File: config.mk
export PLATFORM = sky130hd
export DESIGN_NAME = gf_inverse_engine
export DESIGN_NICKNAME = d
export VERILOG_FILES = /design/src/rtl/gf_pkg.sv /design/src/rtl/gf_mul_mod.sv /design/src/rtl/gf_inverse_engine.sv
export SDC_FILE = /design/constraint.sdc
export NUM_CORES = 1
export LEC_CHECK = 0
export BUFFER_PORTS_ARGS = -buffer_cell sky130_fd_sc_hd__clkbuf_2
export CAP_MARGIN = 10
export CORE_UTILIZATION = 50
export DETAILED_ROUTE_END_ITERATION = 8
export PLACE_DENSITY = 0.76
export SLEW_MARGIN = 20
export SYNTH_ARGS = -nofsm -noshare
export SYNTH_HDL_FRONTEND = slang
export SYNTH_SLANG_ARGS = --single-unit
File: constraint.sdc
create_clock -name clk -period 4.48 [get_ports clk]
set_input_delay 0.224 -clock clk [delete_from_list [all_inputs] [get_ports clk]]
set_output_delay 0.224 -clock clk [all_outputs]
set_load 0.02 [all_outputs]
File: src/rtl/gf_pkg.sv
// Shared definitions for the GF(2^m) inverse / S-box engine.
// Mode codes, AES constants, affine helpers and the FSM state type.
package gf_pkg;

    localparam logic [1:0] MODE_INV      = 2'd0;
    localparam logic [1:0] MODE_FWD_SBOX = 2'd1;
    localparam logic [1:0] MODE_INV_SBOX = 2'd2;
    localparam logic [1:0] MODE_MUL      = 2'd3;

    localparam logic [8:0] AES_POLY     = 9'h11B;
    localparam logic [7:0] AFFINE_C     = 8'h63;
    localparam logic [7:0] INV_AFFINE_C = 8'h05;

    typedef enum logic [2:0] {
        S_IDLE,
        S_SQR,
        S_MULA,
        S_MULT,
        S_HOLD
    } state_t;

    function automatic logic [7:0] rotl8(
        input logic [7:0] v,
        input int unsigned n
    );
        logic [15:0] w;
        w = {v, v} << n;
        return w[15:8];
    endfunction

    // Forward AES affine: b ^ rotl1 ^ rotl2 ^ rotl3 ^ rotl4 ^ 0x63.
    function automatic logic [7:0] affine(input logic [7:0] b);
        return b ^ rotl8(b, 1) ^ rotl8(b, 2) ^ rotl8(b, 3)
                 ^ rotl8(b, 4) ^ AFFINE_C;
    endfunction

    // Inverse AES affine: rotl1 ^ rotl3 ^ rotl6 ^ 0x05.
    function automatic logic [7:0] inv_affine(input logic [7:0] s);
        return rotl8(s, 1) ^ rotl8(s, 3) ^ rotl8(s, 6) ^ INV_AFFINE_C;
    endfunction

endpackage

File: src/rtl/gf_mul_mod.sv
// Combinational GF(2^WIDTH) multiplier.
// Carry-less product followed by reduction modulo POLY.
module gf_mul_mod
    import gf_pkg::*;
#(
    parameter int unsigned     WIDTH = 8,
    parameter logic [WIDTH:0]  POLY  = AES_POLY
) (
    input  logic [WIDTH-1:0] x,
    input  logic [WIDTH-1:0] y,
    output logic [WIDTH-1:0] p
);

    localparam int unsigned PW = 2 * WIDTH - 1;

    logic [PW-1:0] prod;
    logic [PW-1:0] red;

    // Carry-less (XOR) partial-product accumulation.
    always_comb begin
        prod = '0;
        for (int i = 0; i < WIDTH; i++) begin
            if (y[i]) begin
                prod = prod ^ (PW'(x) << i);
            end
        end
    end

    // Clear high bits from the top down by XORing shifted POLY.
    always_comb begin
        red = prod;
        for (int i = PW - 1; i >= int'(WIDTH); i--) begin
            if (red[i]) begin
                red = red ^ (PW'(POLY) << (i - int'(WIDTH)));
            end
        end
        p = red[WIDTH-1:0];
    end

endmodule

File: src/rtl/gf_inverse_engine.sv
// Sequential GF(2^WIDTH) inverse / S-box / multiply engine.
// One shared multiplier; inverse via a^(2^m-2) square-and-multiply.
module gf_inverse_engine
    import gf_pkg::*;
#(
    parameter int unsigned     WIDTH = 8,
    parameter logic [WIDTH:0]  POLY  = AES_POLY
) (
    input  logic             clk,
    input  logic             rst,
    input  logic             in_valid,
    output logic             in_ready,
    input  logic [1:0]       in_mode,
    input  logic [WIDTH-1:0] in_a,
    input  logic [WIDTH-1:0] in_b,
    output logic             out_valid,
    input  logic             out_ready,
    output logic [WIDTH-1:0] out_data,
    output logic             out_err,
    output logic             busy
);

    localparam int unsigned KW     = $clog2(WIDTH);
    localparam logic [KW-1:0] K_INIT = KW'(WIDTH - 1);
    localparam bit          IS_AES = (WIDTH == 8);

    state_t           state_q, state_d;
    logic [1:0]       mode_q, mode_d;
    logic [WIDTH-1:0] a_q, a_d;
    logic [WIDTH-1:0] b_q, b_d;
    logic [WIDTH-1:0] r_q, r_d;
    logic [KW-1:0]    k_q, k_d;
    logic [WIDTH-1:0] out_data_q, out_data_d;
    logic             out_err_q, out_err_d;

    logic [WIDTH-1:0] mul_x, mul_y, mul_p;
    logic [WIDTH-1:0] a_pre;
    logic [WIDTH-1:0] fwd_res;
    logic             sbox_mode;

    gf_mul_mod #(
        .WIDTH (WIDTH),
        .POLY  (POLY)
    ) u_mul (
        .x (mul_x),
        .y (mul_y),
        .p (mul_p)
    );

    // Affine steps only exist for the 8-bit AES field; bypass otherwise.
    if (IS_AES) begin : g_aes
        assign a_pre   = WIDTH'(inv_affine(8'(in_a)));
        assign fwd_res = WIDTH'(affine(8'(mul_p)));
    end else begin : g_plain
        assign a_pre   = in_a;
        assign fwd_res = mul_p;
    end

    assign sbox_mode = (mode_q == MODE_FWD_SBOX) ||
                       (mode_q == MODE_INV_SBOX);

    // Multiplier operand select: r*r, r*a or a*b depending on state.
    always_comb begin
        mul_x = r_q;
        mul_y = r_q;
        unique case (state_q)
            S_MULA: mul_y = a_q;
            S_MULT: begin
                mul_x = a_q;
                mul_y = b_q;
            end
            default: ;
        endcase
    end

    // Next-state and datapath updates for the exponentiation FSM.
    always_comb begin
        state_d    = state_q;
        mode_d     = mode_q;
        a_d        = a_q;
        b_d        = b_q;
        r_d        = r_q;
        k_d        = k_q;
        out_data_d = out_data_q;
        out_err_d  = out_err_q;
        unique case (state_q)
            S_IDLE: begin
                if (in_valid) begin
                    mode_d  = in_mode;
                    b_d     = in_b;
                    a_d     = (in_mode == MODE_INV_SBOX) ? a_pre : in_a;
                    r_d     = WIDTH'(1);
                    k_d     = K_INIT;
                    state_d = (in_mode == MODE_MUL) ? S_MULT : S_SQR;
                end
            end
            S_SQR: begin
                r_d = mul_p;
                if (k_q == '0) begin
                    state_d    = S_HOLD;
                    out_data_d = (mode_q == MODE_FWD_SBOX) ? fwd_res : mul_p;
                    out_err_d  = sbox_mode && !IS_AES;
                end else begin
                    state_d = S_MULA;
                end
            end
            S_MULA: begin
                r_d     = mul_p;
                k_d     = k_q - KW'(1);
                state_d = S_SQR;
            end
            S_MULT: begin
                out_data_d = mul_p;
                out_err_d  = 1'b0;
                state_d    = S_HOLD;
            end
            S_HOLD: begin
                if (out_ready) begin
                    state_d = S_IDLE;
                end
            end
            default: state_d = S_IDLE;
        endcase
    end

    // State registers with synchronous reset discarding any request.
    always_ff @(posedge clk) begin
        if (rst) begin
            state_q    <= S_IDLE;
            mode_q     <= MODE_INV;
            a_q        <= '0;
            b_q        <= '0;
            r_q        <= '0;
            k_q        <= '0;
            out_data_q <= '0;
            out_err_q  <= 1'b0;
        end else begin
            state_q    <= state_d;
            mode_q     <= mode_d;
            a_q        <= a_d;
            b_q        <= b_d;
            r_q        <= r_d;
            k_q        <= k_d;
            out_data_q <= out_data_d;
            out_err_q  <= out_err_d;
        end
    end

    assign in_ready  = (state_q == S_IDLE);
    assign busy      = (state_q != S_IDLE);
    assign out_valid = (state_q == S_HOLD);
    assign out_data  = out_data_q;
    assign out_err   = out_err_q;

endmodule

==> results.tsv, run 1 <==
stage	metric	value	unit
setup_path	critPathLaunchType	flip-flop	
clock_network	cts_hold_buf	0	
clock_network	cts_sinks	40	
clock_network	post_cts_resized	0	
power_and_ir_drop	power	955.2	uW
global_route	grt_overflow_total	0	
die	start_util	51.53	%
logic_synthesis	synth-edff-count	0	
cells_and_area	final_net_count	518	
logic_synthesis	ys_types	53	
clock_network	cts_tree	built	
clock_network	cts_inserted_buffers	5	
clock_network	h-tree-depth	2	
setup_path	setup.worst_path.class	reg -> reg	
sta	skew	0.007987	ns
setup_path	end_kind	flip-flop	
cells_and_area	final_area	4124	um^2
placement	hpwl	6697	um
die	die_area	7824	um^2
sta	slew_headroom	36.20	%
logic_synthesis	synth_fp_nets	491	
setup_path	ff2ff_path_depth	11	
power_and_ir_drop	p_per_area	231.6	nW/um^2
placement	placed_area	4008	um^2
sta	hold_viol	0	
logic_synthesis	synthArstFlopShare	0	%
hold_path	min_path_type	in -> reg	
sta	final-setup-viol-count	0	
sta	max_freq	0.2379	GHz
logic_synthesis	yosysWarnings	0	
placement	io_buffers	32	
clock_network	cts.clk_slew.worst_paths	0.09	ns
die	io_pins	34	
die	std_cell_rows	31	
logic_synthesis	syn_area	3737	um^2
cells_and_area	syn_to_final_growth	10.34	%
routing	num_vias	3302	
power_and_ir_drop	ir_drop	0.1858	mV
logic_synthesis	syn_area_per_cell	8.003	um^2
sta	layout_setup_ws	0.2767	ns
sta	slew_violations	0	
routing	via_per_inst	5.559	
placement	routabilityCongestion	0.8508	
sta	rsz0062_at_grt	false	
sta	fin_tns_setup	0	ns
die	core	7253	um^2
logic_synthesis	synth_cells	467	
cells_and_area	n_antenna_cell	0	
job	drv_cap	0	
sta	worstMarginPinSlew	0.9570	ns
routing	routedWlPerCell	15.04	um
setup_path	cp.arrival	4.39	ns
cells_and_area	post_route_cells_drive_above_1_share	15.76	%
clock_network	root_buffer	clkbuf_8	
placement	post-place-ws	0.3671	ns
setup_path	required	4.67	ns
sta	period_share	93.82	%
global_route	grt_pass1_vias	3094	
clock_network	post_cts_buffers	0	
power_and_ir_drop	p_leak	1.550	nW
outcome	status	completed	
clock_network	clk_latency	0.30	ns
global_route	grt_usage	24.47	%
logic_synthesis	ys_seq_area_share	21.43	%
routing	firstDrtPassIters	4	
setup_path	path_max_fanout	14	
routing	ant_nets	0	
logic_synthesis	synthTopCellsByArea	dfxtp_1 21%, xnor2_1 14%, nor2_1 9.2%, xnor3_1 7.2%, xor2_1 4.7%	
global_route	grt_max_degree	43	
clock_network	clk_path_buf_depth	2	
logic_synthesis	synth.ff_latch_count	40	
global_route	grt_first_pass_wirelength	14860	um
sta	period_needed	4.203	ns
routing	wl	8934	um
logic_synthesis	synth_top_area_share	21.43	%
die	fp.dieW	88.46	um
global_route	antenna_found_initial	0	
logic_synthesis	synth_top_flop_cell	dfxtp_1	
routing	route.detailed.drc	0	
logic_synthesis	yosysTopAreaCell	dfxtp_1	
hold_path	hold_depth	3	
die	die_h	88.46	um
routing	drt_iter0_drc	194	
[registers in the layout (all words and copies together) (netlist names)]
name and cells:
state_q 3, b_q 8, r_q 8, k_q 3
a_q 8, out_data 8, mode_q 2
[stage by stage]
step / util [%] / std cells / hold WS (ns)
final: 56.86 / 594 / 0.1375
after global routing: 56.86 / 594 / 0.1483
after CTS: 56.86 / 594 / 0.1350
after detailed placement: 55.25 / 586 / 0.4537
after global placement: 55.25 / 586 / 0.4512
after floorplan: - / 467 / 0.3600
[critical path, stage by stage (launching register included)]
cell and delay (ns):
dfxtp_1 0.70, nand3b_4 0.17, mux2i_2 0.51, nor2_1 0.12, xnor3_1 0.36, xnor3_2 0.48, xnor2_2 0.23, xor2_2 0.32
xnor3_1 0.46, xnor2_1 0.17, or4b_1 0.48, o311ai_1 0.10
[cell usage in the layout (no fill, tap or decap), types with 4 or more instances in the layout]
cell	n
clkbuf_8	5
a31oi_1	5
clkbuf_2	32
nor2_1	92
nand2_1	45
nand2b_1	5
nor2b_1	6
dfxtp_1	40
or3_1	4
a22oi_1	7
a21oi_1	19
inv_1	7
nand3_1	12
xor2_1	20
a211oi_1	7
mux2i_2	5
mux2_2	4
xnor3_1	12
o211ai_1	10
xnor2_1	60
nor3_1	8
o21ai_0	12
mux2_1	6
buf_4	21
mux2i_1	14
[layout make-up]
cell class / count / area [um^2]
Clock buffer: 5 / 68.82
Inverter: 7 / 26.28
Timing Repair Buffer: 53 / 317.8
Clock inverter: 3 / 47.55
Fill cell: 648 / 3129
Tap cell: 99 / 123.9
Sequential cell: 40 / 800.8
Multi-Input combinational cell: 387 / 2739
[worst paths after layout]
kind | startpoint | endpoint | slack [ns]
worst max register to register | state_q[0] | out_data[1] | 0.28
worst min register to register | b_q[4] | b_q[4] | 0.47
worst max-delay path | state_q[0] | out_data[1] | 0.28
worst min-delay path | in_b[2] | b_q[2] | 0.14
[cell families (layout without fill, tap and decap cells)]
family | Yosys count | count (layout) | synth area share [%]
compound gates | 70 | 70 | 12.15
xor+xnor | 96 | 96 | 28.12
fa+ha+maj | 2 | 2 | 0.6695
buf+inv | 40 | 68 | 5.289
flops | 40 | 40 | 21.43
mux | 31 | 31 | 9.809
other cells | 1 | 1 | 0.1003
simple gates | 187 | 187 | 22.43
[report_power, final]
part	leakage (nW)	total (mW)	internal, mW	switching, mW
clock network	0.0583	0.305	0.168	0.138
registers	0.327	0.417	0.382	0.0350
logic	1.16	0.232	0.0952	0.137
[synthesized netlist by cell type (5+ instances only)]
master	instances
a22oi_1	7
mux2_1	6
nand2b_1	5
a21oi_1	19
nand2_1	45
buf_2	7
nand3_1	12
clkbuf_1	18
a31oi_1	5
xor2_1	20
nor2b_1	6
o211ai_1	10
dfxtp_1	40
inv_1	7
xnor2_1	60
nor2_1	92
xnor3_1	12
nor3_1	8
mux2i_2	5
a211oi_1	7
mux2i_1	14
o21ai_0	12
[per-layer routing]
layer / up-vias / GRT usage (%) / wire (um)
met5: - / 0 / 0
met4: 0 / 6.598 / 104
met3: 13 / 3.172 / 397
met2: 77 / 42.66 / 4414
met1: 1583 / 31.83 / 4017
li1: 1629 / - / -
(Power assumes the default switching activity.)
==> run 2: changes to the inputs <==
--- a/config.mk
+++ b/config.mk
@@ -7,9 +7,11 @@
 export LEC_CHECK = 0
 export BUFFER_PORTS_ARGS = -buffer_cell sky130_fd_sc_hd__clkbuf_2
 export CAP_MARGIN = 10
-export CORE_UTILIZATION = 50
+export CELL_PAD_IN_SITES_DETAIL_PLACEMENT = 2
+export CELL_PAD_IN_SITES_GLOBAL_PLACEMENT = 2
+export CORE_UTILIZATION = 36
 export DETAILED_ROUTE_END_ITERATION = 8
-export PLACE_DENSITY = 0.76
+export PLACE_DENSITY = 0.88
 export SLEW_MARGIN = 20
 export SYNTH_ARGS = -nofsm -noshare
 export SYNTH_HDL_FRONTEND = slang
==> run 2 against run 1 <==
  * Worst hold slack worse by 0.015 ns
  * Clock power grew 10%
  * Sequential power up 2%
  * Count of clock-buffer cells in the layout is 1 higher
  * Register-to-register slack worse by 0.18 ns
  * Global-route usage up 4.5 points
  * Cell area is 1.9% higher
  * Flip-flop and latch count is the same
  * Worst setup slack worse by 0.18 ns
  * Largest power group unchanged
  * Highest routed layer unchanged
==> results.tsv, run 2 (same netlist as run 1, synthesis figures left out) <==
stage	metric	value	unit
global_route	grt_max_degree	43	
global_route	grt_pass1_vias	4072	
placement	io_buffers	32	
die	start_util	37.71	%
routing	via_per_inst	5.933	
sta	skew	0.008438	ns
cells_and_area	syn_to_final_growth	12.49	%
outcome	status	completed	
routing	ant_nets	0	
die	die_h	103.9	um
sta	period_share	97.87	%
cells_and_area	final_area	4204	um^2
setup_path	end_kind	flip-flop	
power_and_ir_drop	clockPowerShare	32.7	%
cells_and_area	final_net_count	518	
routing	firstDrtPassIters	4	
power_and_ir_drop	seqPwrFrac	41.3	%
setup_path	path_common_cell	xnor3_1	
placement	post-place-ws	0.01593	ns
power_and_ir_drop	combPwrFrac	26.1	%
clock_network	cts_inserted_buffers	5	
die	io_pins	34	
clock_network	clk_path_buf_depth	2	
power_and_ir_drop	internal_power	661.2	uW
sta	slew_violations	0	
sta	worstMarginPinSlew	0.9346	ns
sta	period_needed	4.385	ns
routing	wl	15680	um
setup_path	cp.arrival	4.59	ns
setup_path	setup.worst_path.class	reg -> reg	
setup_path	critical-path-max-stage-delay	0.63	ns
global_route	grt_overflow_total	0	
sta	max_freq	0.2281	GHz
setup_path	critPathLaunchType	flip-flop	
global_route	grt_first_pass_wirelength	24290	um
routing	highest_layer	met4	
die	die_area	10790	um^2
cells_and_area	layout_commonest_cell	nor2_1	
die	std_cell_rows	36	
power_and_ir_drop	p_sw	365.8	uW
clock_network	cts_tree	built	
global_route	antenna_found_initial	0	
sta	hold_viol	0	
routing	wl_met3	679	um
setup_path	required	4.69	ns
die	core	9910	um^2
hold_path	min_path_type	in -> reg	
sta	fin_tns_setup	0	ns
clock_network	cts_sinks	40	
die	fp.dieW	103.9	um
power_and_ir_drop	sw_frac_of_total	35.62	%
placement	hpwl	10290	um
setup_path	cp_slowest_cell	dfxtp_1	
cells_and_area	post_route_cells_drive_above_1_share	16.16	%
power_and_ir_drop	p_per_area	244.3	nW/um^2
cells_and_area	n_antenna_cell	0	
routing	route.met2.wl	7913	um
sta	holdWs	0.1226	ns
routing	m1WireLength	6438	um
clock_network	cts.clk_slew.worst_paths	0.09	ns
routing	route.detailed.drc	0	
setup_path	critical_path.cell_chain	nand3b_4 > mux2i_2 > buf_4 > nor2_1 > xnor3_1 > xnor3_2 > xnor2_2 > xor2_2 > xnor3_1 > xnor2_1 > or4b_1 > o311ai_1	
sta	final-setup-viol-count	0	
power_and_ir_drop	ir_drop	0.1416	mV
routing	num_vias	3726	
job	drv_cap	0	
placement	placed_area	4043	um^2
routing	drt_iter0_drc	188	
power_and_ir_drop	p_leak	1.571	nW
routing	routedWlPerCell	24.97	um
clock_network	root_buffer	clkbuf_8	
setup_path	path_max_fanout	14	
cells_and_area	final_cell_mix	92 x nor2_1, 59 x xnor2_1, 45 x nand2_1	
clock_network	clk_latency	0.32	ns
clock_network	h-tree-depth	2	
sta	slew_headroom	37.69	%
sta	layout_setup_ws	0.09546	ns
placement	routabilityCongestion	0.8084	
global_route	grt_usage	28.94	%
-- run 2: final cells by class --
cell class | count | area (um^2)
clock buffers | 6 | 82.58
clock inverters | 2 | 38.79
fillers | 1144 | 5705
inverters | 7 | 26.28
multi-input cells | 387 | 2770
flip-flops and latches | 40 | 802.0
well taps | 133 | 166.4
repair buffers | 53 | 317.8
-- run 2: what timing repair did --
item	CTS	global route
buffers inserted	0	1
resized for setup	3	2
endpoints found under the setup margin	4	5
hold buffers	0	0
-- run 2: path summary, 6_finish.rpt --
kind / cells after the start / slack [ns] / endpoint / startpoint
min reg2reg: 2 / 0.49 / out_data[0] / out_data[0]
max: 12 / 0.1 / out_data[1] / state_q[1]
min: 3 / 0.12 / b_q[2] / in_b[2]
max reg2reg: 12 / 0.1 / out_data[1] / state_q[1]
-- run 2: through the flow --
stage	utilization, %	total power, mW	cells
global route	42.42	1.068	628
global placement	40.80	0.6542	619
finish	42.42	1.027	628
CTS	42.27	1.021	627
detailed placement	40.80	0.6770	619
floorplan	-	0.5926	467
-- run 2: power by group through the flow --
stage,logic (mW),registers [mW],clock network [mW]
2_1_floorplan,0.185,0.408,0
6_report,0.268,0.424,0.336
5_1_grt,0.288,0.427,0.353
4_1_cts,0.262,0.422,0.337
3_3_place_gp,0.231,0.423,0
3_5_place_dp,0.249,0.428,0
-- run 2: layer usage --
metal	track usage (%)	up-vias
li1	-	1626
met5	0	-
met2	50.67	139
met1	34.81	1913
met3	4.261	48
met4	13.37	0
-- run 2: worst max-delay path: cells and delay by family, from the launching register on --
family                    cells  cell delay [ns]
AOI/OAI and AO/OA             1             0.09
xor gates and xnor gates      6             2.10
buffers and inverters         1             0.19
DFF                           1             0.63
muxes                         1             0.27
and+or+nand+nor               3             1.00
==> run 3: changes to the inputs <==
--- a/config.mk
+++ b/config.mk
@@ -9,9 +9,11 @@
 export CAP_MARGIN = 10
 export CELL_PAD_IN_SITES_DETAIL_PLACEMENT = 2
 export CELL_PAD_IN_SITES_GLOBAL_PLACEMENT = 2
-export CORE_UTILIZATION = 36
+export CORE_MARGIN = 1.5
+export CORE_UTILIZATION = 39
 export DETAILED_ROUTE_END_ITERATION = 8
-export PLACE_DENSITY = 0.88
+export PLACE_DENSITY = 0.93
+export SKIP_CTS_REPAIR_TIMING = 1
 export SLEW_MARGIN = 20
 export SYNTH_ARGS = -nofsm -noshare
 export SYNTH_HDL_FRONTEND = slang
==> constraint.sdc (replaced) <==
create_clock -name clk -period 5.4 [get_ports clk]
set_input_delay 0.27 -clock clk [delete_from_list [all_inputs] [get_ports clk]]
set_output_delay 0.27 -clock clk [all_outputs]
set_load 0.02 [all_outputs]
==> run 3 against run 2 <==
  * Global-route usage shrank 0.090 points
  * Cell area down 2.8%
  * Critical path depth is 1 lower
  * Die area fell by 5.7%
  * Clock power decreased by 20%
  * Critical path type unchanged
==> results.tsv, run 3 (same netlist as run 1, synthesis figures left out) <==
stage	metric	value	unit
routing	route.detailed.drc	0	
cells_and_area	final_net_count	508	
routing	num_vias	3492	
setup_path	critical-path-max-stage-delay	0.67	ns
clock_network	root_buffer	clkbuf_8	
clock_network	cts_sinks	40	
power_and_ir_drop	ir_drop	0.1662	mV
setup_path	path_max_fanout	20	
cells_and_area	final_area	4086	um^2
sta	hold_viol	0	
cells_and_area	finalNonFillerCells	614	
power_and_ir_drop	p_leak	1.500	nW
setup_path	path_common_cell	xnor2_1	
global_route	grt_most_used_layer	met2	
global_route	grt_pass1_vias	3906	
cells_and_area	final_cell_mix	92 x nor2_1, 60 x xnor2_1, 45 x nand2_1	
global_route	grt_overflow_total	0	
routing	wl	14100	um
placement	hpwl	9616	um
sta	max_freq	0.2073	GHz
setup_path	regToRegEndpoint	out_data[3]	
sta	rsz0062_at_grt	false	
setup_path	setup.worst_path.class	reg -> reg	
clock_network	cts_inserted_buffers	5	
setup_path	required	5.61	ns
cells_and_area	n_fill_cell	1093	
clock_network	clk_latency	0.31	ns
placement	io_buffers	32	
sta	fin_tns_setup	0	ns
clock_network	cts_tree	built	
routing	ant_nets	0	
sta	period_needed	4.823	ns
routing	drt_iter0_drc	151	
sta	slew_violations	0	
global_route	grt.met3_usage	3.329	%
cells_and_area	n_antenna_cell	0	
sta	final-setup-viol-count	0	
setup_path	ff2ff_path_depth	11	
global_route	grt_first_pass_wirelength	22440	um
hold_path	holdPathEnd	b_q[6]	
setup_path	reg2reg_slack	0.58	ns
outcome	status	completed	
die	io_pins	34	
routing	routedWlPerCell	22.96	um
placement	post-place-ws	0.5940	ns
clock_network	cts.clk_slew.worst_paths	0.09	ns
power_and_ir_drop	internal_power	530.9	uW
clock_network	clk_path_buf_depth	2	
power_and_ir_drop	p_sw	297.4	uW
placement	dp_cells	606	
routing	firstDrtPassIters	4	
setup_path	critical_path.cell_chain	nand3b_4 > mux2i_1 > nor2_1 > xnor2_1 > xnor2_1 > xnor2_1 > xnor3_1 > xnor3_1 > mux2i_1 > xor2_1 > a211oi_1	
sta	holdWs	0.1800	ns
cells_and_area	final-seq-area	802.0	um^2
setup_path	cp_slowest_cell	xnor3_1	
die	fp.dieW	100.9	um
die	std_cell_rows	35	
setup_path	critPathLaunchType	flip-flop	
global_route	met1_usage	35.33	%
job	drv_cap	0	
power_and_ir_drop	power	828.3	uW
clock_network	h-tree-depth	2	
power_and_ir_drop	p_per_area	202.7	nW/um^2
setup_path	cp.arrival	5.04	ns
die	die_h	100.9	um
cells_and_area	post_route_cells_drive_above_1_share	14.23	%
global_route	antenna_found_initial	0	
setup_path	worstReg2RegStart	state_q[0]	
power_and_ir_drop	combPwrFrac	25.1	%
die	die_area	10180	um^2
cells_and_area	finish.utilization	44.02	%
sta	period_share	89.32	%
hold_path	min_path_type	in -> reg	
global_route	grt_util_met2	51.82	%
hold_path	hold_depth	3	
sta	slew_headroom	29.23	%
sta	layout_setup_ws	0.5770	ns
placement	placed_area	3970	um^2
placement	routabilityCongestion	0.8595	
hold_path	hp-start	in_b[6]	
sta	worstMarginPinSlew	1.062	ns
sta	skew	0.005445	ns
cells_and_area	layout_commonest_cell	nor2_1	
cells_and_area	multiInputGateArea	2739	um^2
cells_and_area	syn_to_final_growth	9.341	%
global_route	grt_usage	28.85	%
global_route	grt_max_degree	43	
setup_path	end_kind	flip-flop	
die	core	9284	um^2
routing	via_per_inst	5.687	
power_and_ir_drop	seqPwrFrac	42.4	%
power_and_ir_drop	sw_frac_of_total	35.90	%
power_and_ir_drop	clockPowerShare	32.5	%
die	start_util	40.26	%
run 3: metal layers:
layer | routed length (um) | share of wire (%)
met5 | 0 | 0
met1 | 5945 | 42
met3 | 510 | 3.6
met2 | 7158 | 51
met4 | 484 | 3.4
run 3: final cells by class:
class                      count  area share, %
inverter                       7         0.6430
multi-input combinational    387          67.02
timing repair buffer          43          5.940
tap                          129          3.950
sequential                    40          19.63
clock buffer                   5          1.684
clock inverter                 3          1.133
run 3: critical path: cells and delay by family, from the launching register on:
kind / cells / cell delay (ns)
xor gates and xnor gates: 6 / 2.39
muxes: 2 / 0.92
DFF: 1 / 0.65
and+or+nand+nor: 2 / 0.52
AOI/OAI and AO/OA: 1 / 0.24
run 3: worst max-delay path by stage:
stage	startpoint	to	slack [ns]	cells after the start
after floorplan	state_q[1]	out_data[1]	1.75	13
after global placement	state_q[0]	out_data[3]	0.79	11
after detailed placement	state_q[0]	out_data[3]	0.59	11
after CTS	state_q[0]	out_data[3]	0.25	11
after global routing	state_q[0]	out_data[3]	0.38	11
final	state_q[0]	out_data[3]	0.58	11
run 3: power groups by stage:
stage / clock network (mW) / logic (mW) / registers, mW
floorplan: 0 / 0.153 / 0.338
global placement: 0 / 0.183 / 0.352
detailed placement: 0 / 0.197 / 0.355
CTS: 0.268 / 0.207 / 0.350
global route: 0.279 / 0.224 / 0.354
finish: 0.270 / 0.208 / 0.351
